`config.mk`:
```
export PLATFORM = sky130hd
export DESIGN_NAME = psum_pack_1_16
export DESIGN_NICKNAME = d
export VERILOG_FILES = /design/src/rtl/psum_pack_1_16.sv
export SDC_FILE = /design/constraint.sdc
export NUM_CORES = 2
export LEC_CHECK = 0
export ABC_AREA = 1
export CAP_MARGIN = 20
export CORE_AREA = 2 2 228 230
export DETAILED_ROUTE_END_ITERATION = 10
export DIE_AREA = 0 0 230 232
export HOLD_SLACK_MARGIN = 0.15
export PLACE_DENSITY = 0.8
export SYNTH_ARGS = -nofsm -noshare
export SYNTH_HDL_FRONTEND = slang
export SYNTH_SLANG_ARGS = --single-unit
```
`constraint.sdc`:
```
create_clock -name clk -period 23 [get_ports clk]
set_input_delay 3.45 -clock clk [delete_from_list [all_inputs] [get_ports clk]]
set_output_delay 3.45 -clock clk [all_outputs]
set_load 0.01 [all_outputs]
```
`src/rtl/psum_pack_1_16.sv`:
```
// ---------------------------------------------------------------------------
// psum_pack_1_16
//
// Serial-to-parallel packer feeding the 16-to-1 FP16 adder tree. Partial sums
// arrive one word per beat on a ready/valid stream and are collected into one
// of two ping-pong banks. When a bank holds LANES words it is presented as one
// LANES*DATA_W vector on a second ready/valid interface, while the other bank
// keeps collecting. Lane words are opaque bit patterns; nothing is interpreted.
//
// Parameters
//   DATA_W  width of one lane (FP16 bit pattern)
//   LANES   lanes per output vector, power of two, >= 2
//
// Ports
//   clk        clock, all state on the rising edge
//   rst        asynchronous, active-high reset
//   flush      (only with PSUM_PACK_FLUSH_EN) close a partial bank, zero-padded
//   in_valid   input word valid
//   in_ready   packer can take a word this cycle (registered state only)
//   in_data    input word
//   vec_valid  packed vector available
//   vec_ready  downstream accepts the vector
//   vec_data   packed vector, lane k at bits [k*DATA_W +: DATA_W]
//   lane_cnt   number of lanes filled in the current write bank
//
// Build option
//   PSUM_PACK_FLUSH_EN  adds the flush input. Without it a vector is emitted
//                       only after exactly LANES accepted words.
// ---------------------------------------------------------------------------
module psum_pack_1_16 #(
   parameter int DATA_W = 16,
   parameter int LANES  = 16
) (
   input  logic                      clk,
   input  logic                      rst,
`ifdef PSUM_PACK_FLUSH_EN
   input  logic                      flush,
`endif
   input  logic                      in_valid,
   output logic                      in_ready,
   input  logic [DATA_W-1:0]         in_data,
   output logic                      vec_valid,
   input  logic                      vec_ready,
   output logic [LANES*DATA_W-1:0]   vec_data,
   output logic [$clog2(LANES):0]    lane_cnt
);

   localparam int PTR_W = $clog2(LANES);
   localparam int VEC_W = LANES * DATA_W;
   localparam logic [PTR_W-1:0] LAST_LANE = PTR_W'(LANES - 1);

   // Bank storage and control state
   logic [VEC_W-1:0] bank0_q;
   logic [VEC_W-1:0] bank1_q;
   logic [1:0]       full_q;
   logic [1:0]       full_d;
   logic             wr_sel_q;
   logic             wr_sel_d;
   logic             rd_sel_q;
   logic             rd_sel_d;
   logic [PTR_W-1:0] wr_ptr_q;
   logic [PTR_W-1:0] wr_ptr_d;

   // Write-side datapath
   logic [VEC_W-1:0] wr_cur;
   logic [VEC_W-1:0] wr_vec_d;

   // Handshake / event decode
   logic in_acc;
   logic vec_acc;
   logic lane_last;
   logic flush_go;
   logic bank_done;
   logic bank_wr;

   // -----------------------------------------------------------------------
   // Handshake decode. in_ready and vec_valid come straight from registered
   // full flags, so neither ready nor valid has a combinational input path.
   // -----------------------------------------------------------------------
   assign in_ready  = ~full_q[wr_sel_q];
   assign vec_valid = full_q[rd_sel_q];
   assign vec_data  = rd_sel_q ? bank1_q : bank0_q;
   assign lane_cnt  = {1'b0, wr_ptr_q};

   assign in_acc    = in_valid & in_ready;
   assign vec_acc   = vec_valid & vec_ready;
   assign lane_last = (wr_ptr_q == LAST_LANE);

`ifdef PSUM_PACK_FLUSH_EN
   // A flush closes the bank only if it actually holds something: either
   // earlier words (wr_ptr > 0) or the word being accepted this very cycle.
   assign flush_go = flush & in_ready & (in_acc | (wr_ptr_q != '0));
`else
   assign flush_go = 1'b0;
`endif

   // Bank closes on the last lane or on an effective flush
   assign bank_done = (in_acc & lane_last) | flush_go;
   assign bank_wr   = in_acc | flush_go;

   // -----------------------------------------------------------------------
   // Next contents of the write bank: the accepted word lands in lane
   // wr_ptr; on a flush every lane from wr_ptr upward that did not just
   // receive the word is padded with zero (+0.0).
   // -----------------------------------------------------------------------
   assign wr_cur = wr_sel_q ? bank1_q : bank0_q;

   always_comb begin
      wr_vec_d = wr_cur;
      for (int k = 0; k < LANES; k++) begin
         if (in_acc && (wr_ptr_q == PTR_W'(k))) begin
            wr_vec_d[k*DATA_W +: DATA_W] = in_data;
         end else if (flush_go && (PTR_W'(k) >= wr_ptr_q)) begin
            wr_vec_d[k*DATA_W +: DATA_W] = '0;
         end
      end
   end

   // -----------------------------------------------------------------------
   // Control next-state. A bank completing and the other bank being read
   // out on the same edge touch different full bits (the write bank is
   // empty, the read bank is full), so both updates simply apply.
   // -----------------------------------------------------------------------
   always_comb begin
      full_d   = full_q;
      wr_sel_d = wr_sel_q;
      rd_sel_d = rd_sel_q;
      wr_ptr_d = wr_ptr_q;

      if (bank_done) begin
         full_d[wr_sel_q] = 1'b1;
         wr_sel_d         = ~wr_sel_q;
         wr_ptr_d         = '0;
      end else if (in_acc) begin
         wr_ptr_d = wr_ptr_q + 1'b1;
      end

      if (vec_acc) begin
         full_d[rd_sel_q] = 1'b0;
         rd_sel_d         = ~rd_sel_q;
      end
   end

   // -----------------------------------------------------------------------
   // State registers. Reset clears the bank data too so vec_data reads zero
   // after reset and any partial fill is discarded.
   // -----------------------------------------------------------------------
   always_ff @(posedge clk or posedge rst) begin
      if (rst) begin
         bank0_q  <= '0;
         bank1_q  <= '0;
         full_q   <= '0;
         wr_sel_q <= 1'b0;
         rd_sel_q <= 1'b0;
         wr_ptr_q <= '0;
      end else begin
         full_q   <= full_d;
         wr_sel_q <= wr_sel_d;
         rd_sel_q <= rd_sel_d;
         wr_ptr_q <= wr_ptr_d;
         if (bank_wr) begin
            if (wr_sel_q) begin
               bank1_q <= wr_vec_d;
            end else begin
               bank0_q <= wr_vec_d;
            end
         end
      end
   end

endmodule

```
-- Word level (Yosys, flattened, before mapping)
Index checks and enable logic that the tools add are counted.
- output and inout port bits: 263
- input port bits: 20
- flip-flop bits (word level): 520
- $lt $le $gt $ge: 4
- equal/unequal tests: 15
- $add $sub $neg: 1
- reductions and logical operators: 22
- multiplexer cells: 30
- bitwise operators: 9
- operators with widths (operator ; count):
    two-way mux 256 bit ; 2
    two-way mux 16 bit ; 16
    == test 4 bit (second input constant) ; 8
    logical AND 1 bit ; 18
    == test 4 x 3 -> 1 bit (second input constant) ; 4
    == test 4 x 2 -> 1 bit (second input constant) ; 2
    two-way mux 4 bit ; 2
    two-way mux 1 bit ; 6
    adder 4 x 1 -> 4 bit (second input constant) ; 1
    == test 4 x 1 -> 1 bit (second input constant) ; 1
    zero test 4 bit ; 1
    less-than comparator 1 x 2 -> 1 bit (second input constant) ; 2
    two-way mux 2 bit ; 2
    AND reduction 2 bit ; 2
    AND 1 bit ; 3
    NOT 1 bit ; 3
    AND 2 bit ; 1
    demux 1 bit (select 1 bit) ; 2
    >= comparator 1 bit (second input constant) ; 2
    NOT 2 bit ; 1
    OR 2 bit ; 1
    nonzero test 2 bit ; 1

-- Depth between registers and ports, before layout
- depth in word-level cells: 8
- depth in mapped cells: 10
- mapped depth without buffers: 8

-- Least setup slack after synthesis
Ideal clock, no wire load.
- path type: register to output
- start: register rd_sel_q
- end: output port vec_data[177]
- required time: 19550 ps
- setup slack: 18215 ps
- arrival: 1335 ps
- stages on the path, launching flop included: 8
- cell sequence: dfrtp_1 buf_2 buf_2 buf_2 buf_2 buf_2 nand2_1 o21ai_0
- cells in the longest elaborated chain, start to end: 1
- ends and longest elaborated chain (what ; RTL line ; RTL):
    start: declaration ; 59 ; logic rd_sel_q;
    start signal: assignment ; 159 ; rd_sel_q <= rd_sel_d;
    two-way mux 256 bit ; 82 ; assign vec_data = rd_sel_q ? bank1_q : bank0_q;
    end: declaration ; 44 ; output logic [LANES*DATA_W-1:0] vec_data,
Every way passes these cells.

-- Final worst setup path
- start: register rd_sel_q
- end: output port vec_data[182]
Same word-level chain as after synthesis.

==> summary.md <==
| Metric | Value |
|---|---|
| Maximum number of pins on one net before global-route repair | `247` |
| First-pass GRT wire length | `146,000 um` |
| Multi-input gate area in the final layout | `13,700 sq um` |
| Synth async-reset ratio | `100%` |
| Core ar. | `50,900 sq um` |
| Slew headroom | `18.0%` |
| All-Layer GR Usage | `34.4%` |
| Hold Buf Count CTS | `0` |
| Crit Path Max Fanout | `246` |
| Clock Skews | `19.8 ps` |
| Worst-margin pin slew | `1230 ps` |
| Final Wtd Congestion | `0.816` |
| # DRC | `0` |
| WL/cell | `18.4 um` |
| Clock transition at path regs | `60 ps` |
| Switching power | `2.50 mW` |
| Seq cells post-synth | `520` |
| Initial Util | `57.3%` |
| Fillers | `4,486` |
| Synth Warn # | `0` |
| Predominant post-synthesis flop cell | `dfrtp_1` |
| MaxCap Viol Count | `0` |
| Pint | `2.94 mW` |
| Maximum vdd drop | `0.0000937 V` |
| Status | `finished clean` |
| Nets | `4,374` |
| Top-Level Pins | `283` |
| CTS root buf | `clkbuf_16` |
| Starting DRT DRC Count | `3,437` |
| Initial antenna violation count | `0` |
| Hpwl dp | `50,600 um` |
| Post-synthesis net count | `4,301` |
| First-pass DRT Iterations | `7` |
| Cell taking the most area after synthesis | `dfrtp_1` |
| Sw Share | `46.0%` |
| Reg power frac | `29.3%` |
| Die Span X | `230 um` |
| Post-CTS setup repair buffer count | `0` |
| Layout cells sized above 1 | `3.91%` |
| Final hold vios | `0` |
| Leakage power figure | `17.4 nW` |
| CP arrival | `3440 ps` |
| RSZ-0062 raised after global routing | `false` |
| Clock Sinks | `520` |
| N_diodes | `0` |
| Worst endpoint required time | `19,550 ps` |
| Area growth, synth to finish | `15.7%` |
| Period minus WS final | `6890 ps` |
| Vias/cell | `5.81` |
| Number of synthesized flops with an enable pin | `0` |
| Worst-case reg-to-reg path depth | `8` |
| Critical path class | `reg -> out` |
| Sequential Area | `13,000 sq um` |
| GR Overflow Total | `0` |
| Max Slew Vio Count | `0` |
| Final Hold Slack | `477 ps` |
| Fin Setup TNS | `0 ps` |
| Power density cells | `161 nW/um^2` |
| Chip height | `232 um` |
| Vias | `29.5k` |
| Die area | `53,400 sq um` |
| Setup-failing EPs final | `0` |
| Detail Route Antenna Nets | `0` |
| Mapped Area | `29,200 sq um` |
| Register area share after synthesis | `44.6%` |
| Top-area cell type share of the netlist area | `44.6%` |
| # rows | `83` |
| Number of buffers created by CTS | `56` |
| Distinct cells, synth | `27` |
| Htree depth | `2` |
| Syn avg cell area | `6.82 sq um` |
| TritonCTS clock tree | `yes` |
| Clock share of power | `16.8%` |
| Clock Path Buffers | `3` |
| Synth Instances | `4,277` |
| Worst Setup Start Kind | `flop` |
| WL final | `93,200 um` |
| Buffers on Ports | `281` |
| Commonest non-fill, non-tap cell in the layout | `nand2_1` |
| Fmax | `145 MHz` |
| CP Capture Type | `output pin` |
| Clock latency at the later pin of the worst-skew pair | `620 ps` |
| Vias in the first global route | `27.0k` |
| Post-CTS sizing | `0` |
| Hold depth | `2` |
| Most frequent cells in the layout | `1,903 x nand2_1, 531 x o21ai_0, 522 x nand3_1, 519 x dfrtp_1, 285 x inv_1` |
| Comb pwr share | `53.9%` |
| Area contributors post-synth | `dfrtp_1 45%, nand2_1 24%, o21ai_0 9.1%` |
| Period utilization | `30.0%` |
| Worst hold path class | `reg -> reg` |
## cell usage after synthesis (3+ instances only)
master / instances
dfrtp_1: 520
nand4_1: 112
nor2_2: 5
buf_4: 7
buf_1: 26
nor2_1: 13
nand2_2: 13
o21ai_1: 31
nand2_1: 1903
nand3_1: 522
o21ai_0: 531
a21oi_1: 3
nor2_4: 8
inv_1: 286
buf_2: 132
clkbuf_1: 143
nand3_2: 5
ha_1: 4
buf_6: 3
inv_2: 3
## registers in the layout, indices dropped and copies added, names as in the netlist
signal and count:
bank0_q 256, bank1_q 256, full_q 2, rd_sel_q 1, wr_ptr_q 4, wr_sel_q 1
## layout make-up
class	count	area share (%)
tap	680	2.52
clock inverter	15	0.411
inverter	291	3.33
sequential	520	38.6
timing repair buffer	326	9.61
clock buffer	87	5.00
multi-input combinational	3155	40.6
## cell families (layout without fill, tap and decap cells)
| group | Yosys count | after routing | share of synthesized area, % |
|---|---|---|---|
| fa+ha+maj | 4 | 4 | 0.172 |
| buf+inv | 602 | 719 | 8.49 |
| xor+xnor | 1 | 1 | 0.0300 |
| simple gates | 2583 | 2583 | 37.0 |
| compound gates | 566 | 566 | 9.72 |
| flops | 520 | 520 | 44.6 |
| other cells | 1 | 1 | 0.0129 |
## worst paths after layout
| check | start | end | slack (ps) |
|---|---|---|---|
| max in group asynchronous | rst | bank0_q[103] | 18080 |
| min in group asynchronous | rst | bank0_q[244] | 3350 |
| worst max-delay path | rd_sel_q | vec_data[182] | 16110 |
| worst min register to register | bank0_q[254] | bank0_q[254] | 480 |
| worst min-delay path | bank0_q[254] | bank0_q[254] | 480 |
| worst max register to register | wr_sel_q | bank1_q[85] | 18160 |
## routing by layer
metal / GRT usage, % / vias to the layer above / wire length (um)
li1: - / 13800 / -
met1: 48.1 / 13800 / 38000
met2: 53.9 / 1569 / 41500
met3: 5.76 / 231 / 10100
met4: 12.9 / 0 / 3540
met5: 0 / - / 0
## through the flow
stage / utilization (%) / cell area, sq um / total power, mW / std cells / worst slack [ps]
floorplan: - / 29200 / 3.42 / 4277 / 5020
global placement: 62.6 / 31800 / 4.41 / 4969 / 16160
detailed placement: 62.7 / 31900 / 4.47 / 4971 / 16090
CTS: 66.3 / 33700 / 5.40 / 5073 / 16140
global route: 66.3 / 33800 / 5.85 / 5074 / 16030
finish: 66.3 / 33800 / 5.43 / 5074 / 16110
## critical path, cell delays in order (launching register included)
cell and delay [ps]:
dfrtp_4 730, buf_12 590, o21ai_0 550, clkdlybuf4s50_1 610
## power groups by stage
stage	Clock [mW]	Combinational (mW)	Sequential (mW)
floorplan	0	1.90	1.52
global placement	0	2.82	1.59
detailed placement	0	2.88	1.59
CTS	0.915	2.90	1.58
global route	0.952	3.25	1.64
finish	0.914	2.93	1.59
(Power assumes the default switching activity.)
